[src/rtl/mult_pipe_pkg.sv]
// Shared constants and row-slicing helpers for the pipelined multiplier.
package mult_pkg;

   localparam int unsigned MULT_MAX_WIDTH = 32;

   // Rows per stage: ceil((width+1)/stages).
   function automatic int unsigned mult_rows_per_stage(input int unsigned width,
                                                       input int unsigned stages);
      return (width + stages) / stages;
   endfunction

   // First partial-product row owned by slice k.
   function automatic int unsigned mult_row_lo(input int unsigned k,
                                               input int unsigned width,
                                               input int unsigned stages);
      return k * mult_rows_per_stage(width, stages);
   endfunction

endpackage

[src/rtl/mult_pipe_if.sv]
// Operand/result handshake bundle for mult_pipe.
// MULT_PIPE_UNSIGNED_EN adds the per-transaction in_signed mode bit.
interface mult_pipe_if #(
   parameter int unsigned WIDTH = 8
);
   logic               in_valid;
   logic               in_ready;
   logic [WIDTH-1:0]   in_a;
   logic [WIDTH-1:0]   in_b;
`ifdef MULT_PIPE_UNSIGNED_EN
   logic               in_signed;
`endif
   logic               out_valid;
   logic               out_ready;
   logic [2*WIDTH-1:0] out_prod;

`ifdef MULT_PIPE_UNSIGNED_EN
   modport master (output in_valid, in_a, in_b, in_signed, out_ready,
                   input  in_ready, out_valid, out_prod);
   modport slave  (input  in_valid, in_a, in_b, in_signed, out_ready,
                   output in_ready, out_valid, out_prod);
`else
   modport master (output in_valid, in_a, in_b, out_ready,
                   input  in_ready, out_valid, out_prod);
   modport slave  (input  in_valid, in_a, in_b, out_ready,
                   output in_ready, out_valid, out_prod);
`endif

endinterface

[src/rtl/mult_pipe_stage.sv]
// One pipeline stage: adds its slice of partial-product rows to the incoming
// partial sum and registers {valid, a_ext, b_ext, sum}; holds when not advancing.
module mult_pipe_stage
   import mult_pkg::*;
#(
   parameter int unsigned WIDTH  = 8,
   parameter int unsigned STAGES = 3,
   parameter int unsigned IDX    = 0
) (
   input  logic                 clk,
   input  logic                 rst,
   input  logic                 adv,
   input  logic                 prev_valid,
   input  logic [WIDTH:0]       prev_a,
   input  logic [WIDTH:0]       prev_b,
   input  logic [2*WIDTH+1:0]   prev_sum,
   output logic                 valid,
   output logic [WIDTH:0]       a,
   output logic [WIDTH:0]       b,
   output logic [2*WIDTH+1:0]   sum
);

   localparam int unsigned SW   = 2*WIDTH + 2;
   localparam int unsigned BW   = WIDTH + 1;
   localparam int          LO_I = int'(mult_row_lo(IDX, WIDTH, STAGES));
   localparam int          HI_I = LO_I + int'(mult_rows_per_stage(WIDTH, STAGES));

   logic [SW-1:0] a_sx;
   logic [SW-1:0] sum_c;

   assign a_sx = SW'($signed(prev_a));

   // Slice adder: rows LO..HI-1; row WIDTH carries weight -2^WIDTH.
   always_comb begin
      sum_c = prev_sum;
      for (int r = 0; r <= int'(WIDTH); r++) begin
         if (r >= LO_I && r < HI_I && (|(prev_b & (BW'(1) << r)))) begin
            if (r == int'(WIDTH)) sum_c = sum_c - (a_sx << r);
            else                  sum_c = sum_c + (a_sx << r);
         end
      end
   end

   // Stage register: load on advance, hold otherwise; reset drops the slot.
   always_ff @(posedge clk) begin
      if (rst) begin
         valid <= 1'b0;
         sum   <= '0;
      end else if (adv) begin
         valid <= prev_valid;
         if (prev_valid) begin
            a   <= prev_a;
            b   <= prev_b;
            sum <= sum_c;
         end
      end
   end

endmodule

[src/rtl/mult_pipe.sv]
// Pipelined WIDTHxWIDTH multiplier with valid/ready handshake and collapsing
// bubbles. Optional macro MULT_PIPE_UNSIGNED_EN enables per-operation unsigned mode.
module mult_pipe
   import mult_pkg::*;
#(
   parameter int unsigned WIDTH  = 8,
   parameter int unsigned STAGES = 3
) (
   input  logic     clk,
   input  logic     rst,
   mult_pipe_if.slave bus
);

   localparam int unsigned SW = 2*WIDTH + 2;

   if (WIDTH < 2 || WIDTH > MULT_MAX_WIDTH || STAGES < 1 || STAGES > WIDTH + 1) begin : g_bad_cfg
      $error("mult_pipe: illegal WIDTH/STAGES");
   end

   logic [STAGES-1:0] v;
   logic [STAGES-1:0] adv;
   logic [WIDTH:0]    a_q [STAGES];
   logic [WIDTH:0]    b_q [STAGES];
   logic [SW-1:0]     s_q [STAGES];
   logic              sgn;
   logic [WIDTH:0]    a_ext;
   logic [WIDTH:0]    b_ext;
   logic              unused_bits;

`ifdef MULT_PIPE_UNSIGNED_EN
   assign sgn = bus.in_signed;
`else
   assign sgn = 1'b1;
`endif

   // Operand extension to WIDTH+1 bits, sign or zero by mode.
   assign a_ext = {sgn & bus.in_a[WIDTH-1], bus.in_a};
   assign b_ext = {sgn & bus.in_b[WIDTH-1], bus.in_b};

   for (genvar k = 0; k < STAGES; k++) begin : g_stage
      // Stage k advances if the output drains or any stage from k onward is empty.
      assign adv[k] = bus.out_ready | ~(&v[STAGES-1:k]);

      if (k == 0) begin : g_first
         mult_pipe_stage #(.WIDTH(WIDTH), .STAGES(STAGES), .IDX(k)) u_stage (
            .clk        (clk),
            .rst        (rst),
            .adv        (adv[k]),
            .prev_valid (bus.in_valid),
            .prev_a     (a_ext),
            .prev_b     (b_ext),
            .prev_sum   (SW'(0)),
            .valid      (v[k]),
            .a          (a_q[k]),
            .b          (b_q[k]),
            .sum        (s_q[k])
         );
      end else begin : g_next
         mult_pipe_stage #(.WIDTH(WIDTH), .STAGES(STAGES), .IDX(k)) u_stage (
            .clk        (clk),
            .rst        (rst),
            .adv        (adv[k]),
            .prev_valid (v[k-1]),
            .prev_a     (a_q[k-1]),
            .prev_b     (b_q[k-1]),
            .prev_sum   (s_q[k-1]),
            .valid      (v[k]),
            .a          (a_q[k]),
            .b          (b_q[k]),
            .sum        (s_q[k])
         );
      end
   end

   assign bus.in_ready  = adv[0] & ~rst;
   assign bus.out_valid = v[STAGES-1];
   assign bus.out_prod  = s_q[STAGES-1][2*WIDTH-1:0];

   // Operands and guard bits of the last stage are not needed downstream.
   assign unused_bits = ^{s_q[STAGES-1][SW-1:2*WIDTH], a_q[STAGES-1], b_q[STAGES-1]};

endmodule
[src/flat_wrapper.sv]
// flat-port wrapper written by rule: the top's interface ports become plain ports
module mult_pipe_flat import mult_pkg::*;
#(
   parameter int unsigned WIDTH  = 8,
   parameter int unsigned STAGES = 3
)
  (clk, rst, bus_in_valid, bus_in_a, bus_in_b, bus_out_ready, bus_in_ready, bus_out_valid, bus_out_prod);
  mult_pipe_if #(.WIDTH(WIDTH)) bus_i ();
  input  logic clk;
  input  logic rst;
  input wire logic [$bits(bus_i.in_valid)-1:0] bus_in_valid;
  input wire logic [$bits(bus_i.in_a)-1:0] bus_in_a;
  input wire logic [$bits(bus_i.in_b)-1:0] bus_in_b;
  input wire logic [$bits(bus_i.out_ready)-1:0] bus_out_ready;
  output wire logic [$bits(bus_i.in_ready)-1:0] bus_in_ready;
  output wire logic [$bits(bus_i.out_valid)-1:0] bus_out_valid;
  output wire logic [$bits(bus_i.out_prod)-1:0] bus_out_prod;
  assign bus_i.in_valid = bus_in_valid;
  assign bus_i.in_a = bus_in_a;
  assign bus_i.in_b = bus_in_b;
  assign bus_i.out_ready = bus_out_ready;
  assign bus_in_ready = bus_i.in_ready;
  assign bus_out_valid = bus_i.out_valid;
  assign bus_out_prod = bus_i.out_prod;
  mult_pipe #(.WIDTH(WIDTH), .STAGES(STAGES)) u_core (.clk(clk), .rst(rst), .bus(bus_i));
endmodule
[config.mk]
export PLATFORM = sky130hd
export DESIGN_NAME = mult_pipe_flat
export DESIGN_NICKNAME = d
export VERILOG_FILES = /design/src/rtl/mult_pipe_pkg.sv /design/src/rtl/mult_pipe_if.sv /design/src/rtl/mult_pipe_stage.sv /design/src/rtl/mult_pipe.sv /design/src/flat_wrapper.sv
export SDC_FILE = /design/constraint.sdc
export NUM_CORES = 1
export LEC_CHECK = 0
export ABC_AREA = 1
export CAP_MARGIN = 20
export CORE_MARGIN = 4
export CORE_UTILIZATION = 55
export CTS_CLUSTER_DIAMETER = 60
export DETAILED_ROUTE_END_ITERATION = 7
export PLACE_DENSITY = 0.76
export SLEW_MARGIN = 20
export SYNTH_ARGS = -nofsm -noshare
export SYNTH_HDL_FRONTEND = slang
export SYNTH_SLANG_ARGS = --single-unit
[constraint.sdc]
create_clock -name clk -period 12.8 [get_ports clk]
set_input_delay 2.56 -clock clk [delete_from_list [all_inputs] [get_ports clk]]
set_output_delay 2.56 -clock clk [all_outputs]
set_load 0.01 [all_outputs]
# After elaboration in Yosys (flattened, before gate mapping)
# Index checks and enable logic that the tools add are counted.
# word_totals
regBits	83
in_bits	20
# op_classes
addsub	8
n_mux	9
n_bitwise	8
n_reduce_logical	7
# op_table
op	n
two-way mux 16 bit	9
adder 16 bit	7
subtractor 16 bit	1
AND reduction 3 bit	3
AND reduction 2 bit	4
inverter 1 bit	4
OR 1 bit	3
AND 1 bit	1

# Longest topological paths before layout
# depth
depth_word	6
ltp_mapped	33

# Modules after synthesis
# Synthesis repeated with hierarchy kept, for this count alone.
# unflattened
cells_unflattened	1734
hier_area_um2	11607.4
# by_module_without_submodules
module	instances	cells_per_inst	area_per_inst_um2	seq_area_each_um2
mult_pipe_stage (u_core.g_stage[0].g_first.u_stage)	1	665	4446.8	920.9
mult_pipe_stage (u_core.g_stage[1].g_next.u_stage)	1	597	3947.5	920.9
mult_pipe_stage (u_core.g_stage[2].g_next.u_stage)	1	464	3178.0	920.9
mult_pipe	1	8	35.0	0.0

# Worst setup path before layout
# OpenSTA, ideal clock, no wires.
# synth_timing
path_kind	input to output
from	input rst
to	output bus_in_ready
arrival_time_ns	3.213
slack_ns	7.027
stages	3
path_buffers	2
cell_sequence	clkbuf_1 > clkbuf_1 > nor2_1
# synth_between
elab_chain_len	2
# synth_rtl
item	line_no	rtl
start, declared	flat_wrapper.sv:10	input logic rst;
inverter 1 bit (no line)	--	
AND 1 bit	mult_pipe.sv:75	assign bus.in_ready = adv[0] & ~rst;
end, declared	flat_wrapper.sv:15	output wire logic [$bits(bus_i.in_ready)-1:0] bus_in_ready;
# Every way passes these cells.

# Worst setup path after layout
# layout_timing
from	input bus_out_ready
to	output bus_in_ready
# layout_between
elab_chain_len	2
# layout_rtl
item	line_no	rtl
start, declared	flat_wrapper.sv:14	input wire logic [$bits(bus_i.out_ready)-1:0] bus_out_ready;
OR 1 bit	mult_pipe.sv:42	assign adv[k] = bus.out_ready | ~(&v[STAGES-1:k]);
AND 1 bit	mult_pipe.sv:75	
# Every way passes these cells.

==> flow_summary.json <==
{
  "synth-compound-area-share": 0.1681,
  "dp_slack_ps": 6199,
  "path_class": "input pin to output pin",
  "synthAdderAreaFrac": 0.1580,
  "dpl_cell_area_um2": 7682,
  "placed_cells": 1284,
  "met1_usage": 0.3048,
  "final_cells": 1300,
  "setup_viol": 0,
  "drive_above_1_share": 0.04699,
  "grt_use_met3": 0.03134,
  "async_reset_ff_frac": 0,
  "clockBufferDepth": 2,
  "drv_cap": 0,
  "p_leak_nw": 4.031,
  "cp.required_ps": 10240,
  "crit_slowest_cell": "clkdlybuf4s50_1",
  "path_clk_slew_ps": 60,
  "drt-pass1-iter-count": 5,
  "synth_xor_area_frac": 0.03533,
  "synth_warnings": 0,
  "synth-edff-count": 23,
  "holdBufCountCts": 0,
  "cp-end-kind": "output pin",
  "die_w_um": 122.3,
  "min_period_ps": 6605,
  "route.detailed.drc": 0,
  "cts_setup_buffers": 0,
  "vias": 7013,
  "overflow": 0,
  "numCtsBuffers": 9,
  "antenna_found_initial": 0,
  "root_buffer": "clkbuf_16",
  "path_delay_family": "buffers and inverters",
  "finalCritPeriodShare": 0.5160,
  "use_met2": 0.4380,
  "top_usage_layer": "met2",
  "fin_tns_setup_ps": 0,
  "regArea_um2": 1712,
  "io_pins": 38,
  "rsz0062_at_grt": "no",
  "routedWlPerCell_um": 13.46,
  "start_util": 0.5651,
  "dp_hpwl_um": 13890,
  "p_per_area_nw_per_um2": 107.4,
  "cts_htree_levels": 3,
  "drtIter0Drc": 440,
  "synthesis.nets": 1203,
  "final_hold_viol_count": 0,
  "routed_wirelength_um": 17500,
  "skew_ps": 8.196,
  "syn_inst": 1097,
  "fmax_ghz": 0.1514,
  "synth-seq-area-share": 0.2381,
  "synthMuxAreaShare": 0,
  "crit_buf_inv": 4,
  "postRouteAntennaNets": 0,
  "ys_ff_latch": 74,
  "vias_per_cell": 5.395,
  "post_cts_resized": 0,
  "ys_types": 44,
  "gp_congestion": 0.9246,
  "tightestPinTransition_ps": 842.6,
  "grt_pass1_wl_um": 29790,
  "status": "completed",
  "r2r_slack_ps": 8040,
  "slowest_delay_ps": 480,
  "worst_setup_path_start_kind": "input pin",
  "synthesis.area_um2": 7189,
  "synth_top_family_by_area": "simple AND/OR/NAND/NOR gates",
  "max-slew-margin-rel": 0.4383,
  "core-area_um2": 12720,
  "dieHeight_um": 122.3,
  "synth_flop_cell": "dfxtp_1",
  "fillerInstances": 1263,
  "crit_arrival_ps": 4050,
  "area_growth_pct": 11.12,
  "io_buffer_count": 37,
  "fin_ws_ps": 6195,
  "grt_max_degree": 29,
  "crit_chain": "clkdlybuf4s50_1 > inv_1 > nand2_1 > nor2_1 > inv_1 > nor2_2 > nor2_1 > clkdlybuf4s50_1",
  "vdd_drop_max_uv": 63.80,
  "rows": 41,
  "grt_pass1_vias": 6566,
  "stdcell_area_um2": 7989,
  "dieArea_um2": 14960,
  "cts_tree": "done",
  "diodes": 0,
  "cts_sinks": 74,
  "gr-usage-all-layers": 0.2432,
  "clk_latency_ps": 340,
  "yosys.area_share.simple": 0.3060,
  "cp_max_fo": 4,
  "nets": 1229,
  "multi_input_area_um2": 4803,
  "synth.avg_cell_area_um2": 6.554,
  "drv_slew": 0,
  "hp-class": "register to register"
}
-- synthesized netlist by cell type, drive strengths merged (5+ instances only) --
| cell type | number | area (um2) |
|---|---|---|
| inv | 144 | 540.5 |
| a31oi | 8 | 56.30 |
| clkbuf | 10 | 47.54 |
| xor2 | 18 | 157.7 |
| o21bai | 9 | 71.32 |
| nor2 | 81 | 319.1 |
| edfxtp | 23 | 690.7 |
| a21oi | 113 | 595.6 |
| o211ai | 5 | 37.54 |
| buf | 16 | 80.08 |
| fa | 8 | 160.2 |
| or2 | 16 | 100.1 |
| nand4 | 12 | 75.07 |
| ha | 78 | 975.9 |
| nand2 | 301 | 1135 |
| nand3 | 106 | 540.5 |
| o21ai | 66 | 345.3 |
| dfxtp | 51 | 1021 |
| xnor2 | 11 | 96.34 |
-- per-stage QoR --
stage          hold WS, ps  power (mW)    util
6_report             422.8      0.8582  0.6280
5_1_grt              429.8      0.9239  0.6280
4_1_cts              420.9      0.8589  0.6280
3_5_place_dp         407.1      0.6055  0.6039
3_3_place_gp         402.9      0.6004  0.6039
2_1_floorplan        400.3      0.5328       -
-- state kept, by name, indices dropped and copies added, names as in the netlist --
name and count:
u_core.g_stage.g_first.u_stage.b 5, u_core.g_stage.g_next.u_stage.valid 2, u_core.g_stage.g_next.u_stage.a 8, u_core.g_stage.g_first.u_stage.sum 16, u_core.g_stage.g_next.u_stage.sum 32, u_core.g_stage.g_first.u_stage.valid 1, u_core.g_stage.g_first.u_stage.a 8, u_core.g_stage.g_next.u_stage.b 2
-- area by class of cell --
class | instances | area share
multi-input combinational | 850 | 0.6013
sequential | 74 | 0.2143
inverter | 147 | 0.06907
timing repair buffer | 41 | 0.05012
clock buffer | 10 | 0.03132
tap | 172 | 0.02694
clock inverter | 6 | 0.007048
-- placed cells by master (no fill, tap or decap), types with 2 or more instances in the layout --
cell / n
a21oi_2: 5
clkinv_1: 3
clkbuf_16: 10
o21a_1: 4
or2_1: 6
o21ai_1: 7
clkdlybuf4s50_1: 37
o211ai_1: 5
xor2_1: 18
nand3_2: 2
a21o_1: 3
a21boi_0: 2
nor2_1: 77
dfxtp_1: 51
nand2_1: 299
nor3_1: 2
o21ai_0: 55
nand3_1: 104
or2_2: 9
fa_1: 8
inv_8: 2
a31oi_1: 7
a21oi_1: 107
edfxtp_1: 23
nand4_1: 12
o21ai_2: 4
buf_4: 4
nand2_2: 2
clkinv_4: 2
nor2_2: 3
xnor2_1: 11
ha_1: 78
o31ai_1: 3
inv_1: 142
o21bai_1: 8
nand3b_1: 2
inv_2: 2
-- path summary, 6_finish.rpt --
check,startpoint,to,cells after the start
max,bus_out_ready,bus_in_ready,8
min reg2reg,u_core.g_stage[0].g_first.u_stage.b[7]$_DFFE_PP_,u_core.g_stage[1].g_next.u_stage.b[7]$_DFFE_PP_,0
min,u_core.g_stage[0].g_first.u_stage.b[7]$_DFFE_PP_,u_core.g_stage[1].g_next.u_stage.b[7]$_DFFE_PP_,0
max reg2reg,u_core.g_stage[0].g_first.u_stage.a[7]$_DFFE_PP_,u_core.g_stage[1].g_next.u_stage.sum[15]$_SDFFE_PP0P_,27
-- power by group --
group          switching (mW)  total [mW]  internal [mW]
Combinational           0.204       0.335          0.131
Clock                   0.106       0.253          0.147
Sequential             0.0139       0.271          0.257
-- metal layers --
layer,vias to the layer above,wire [um],share of wire
met4,0,373,0.021
met1,3188,8020,0.46
met3,31,610,0.035
met5,-,0,0
met2,124,8491,0.49
li1,3670,-,-
-- cell families after synthesis --
family,after synthesis
AOI/OAI and AO/OA,214
xor gates and xnor gates,29
adders and majority gates,86
buffers and inverters,173
DFF,74
and+or+nand+nor,521
Note: power is estimated with default switching activity, not from simulation.
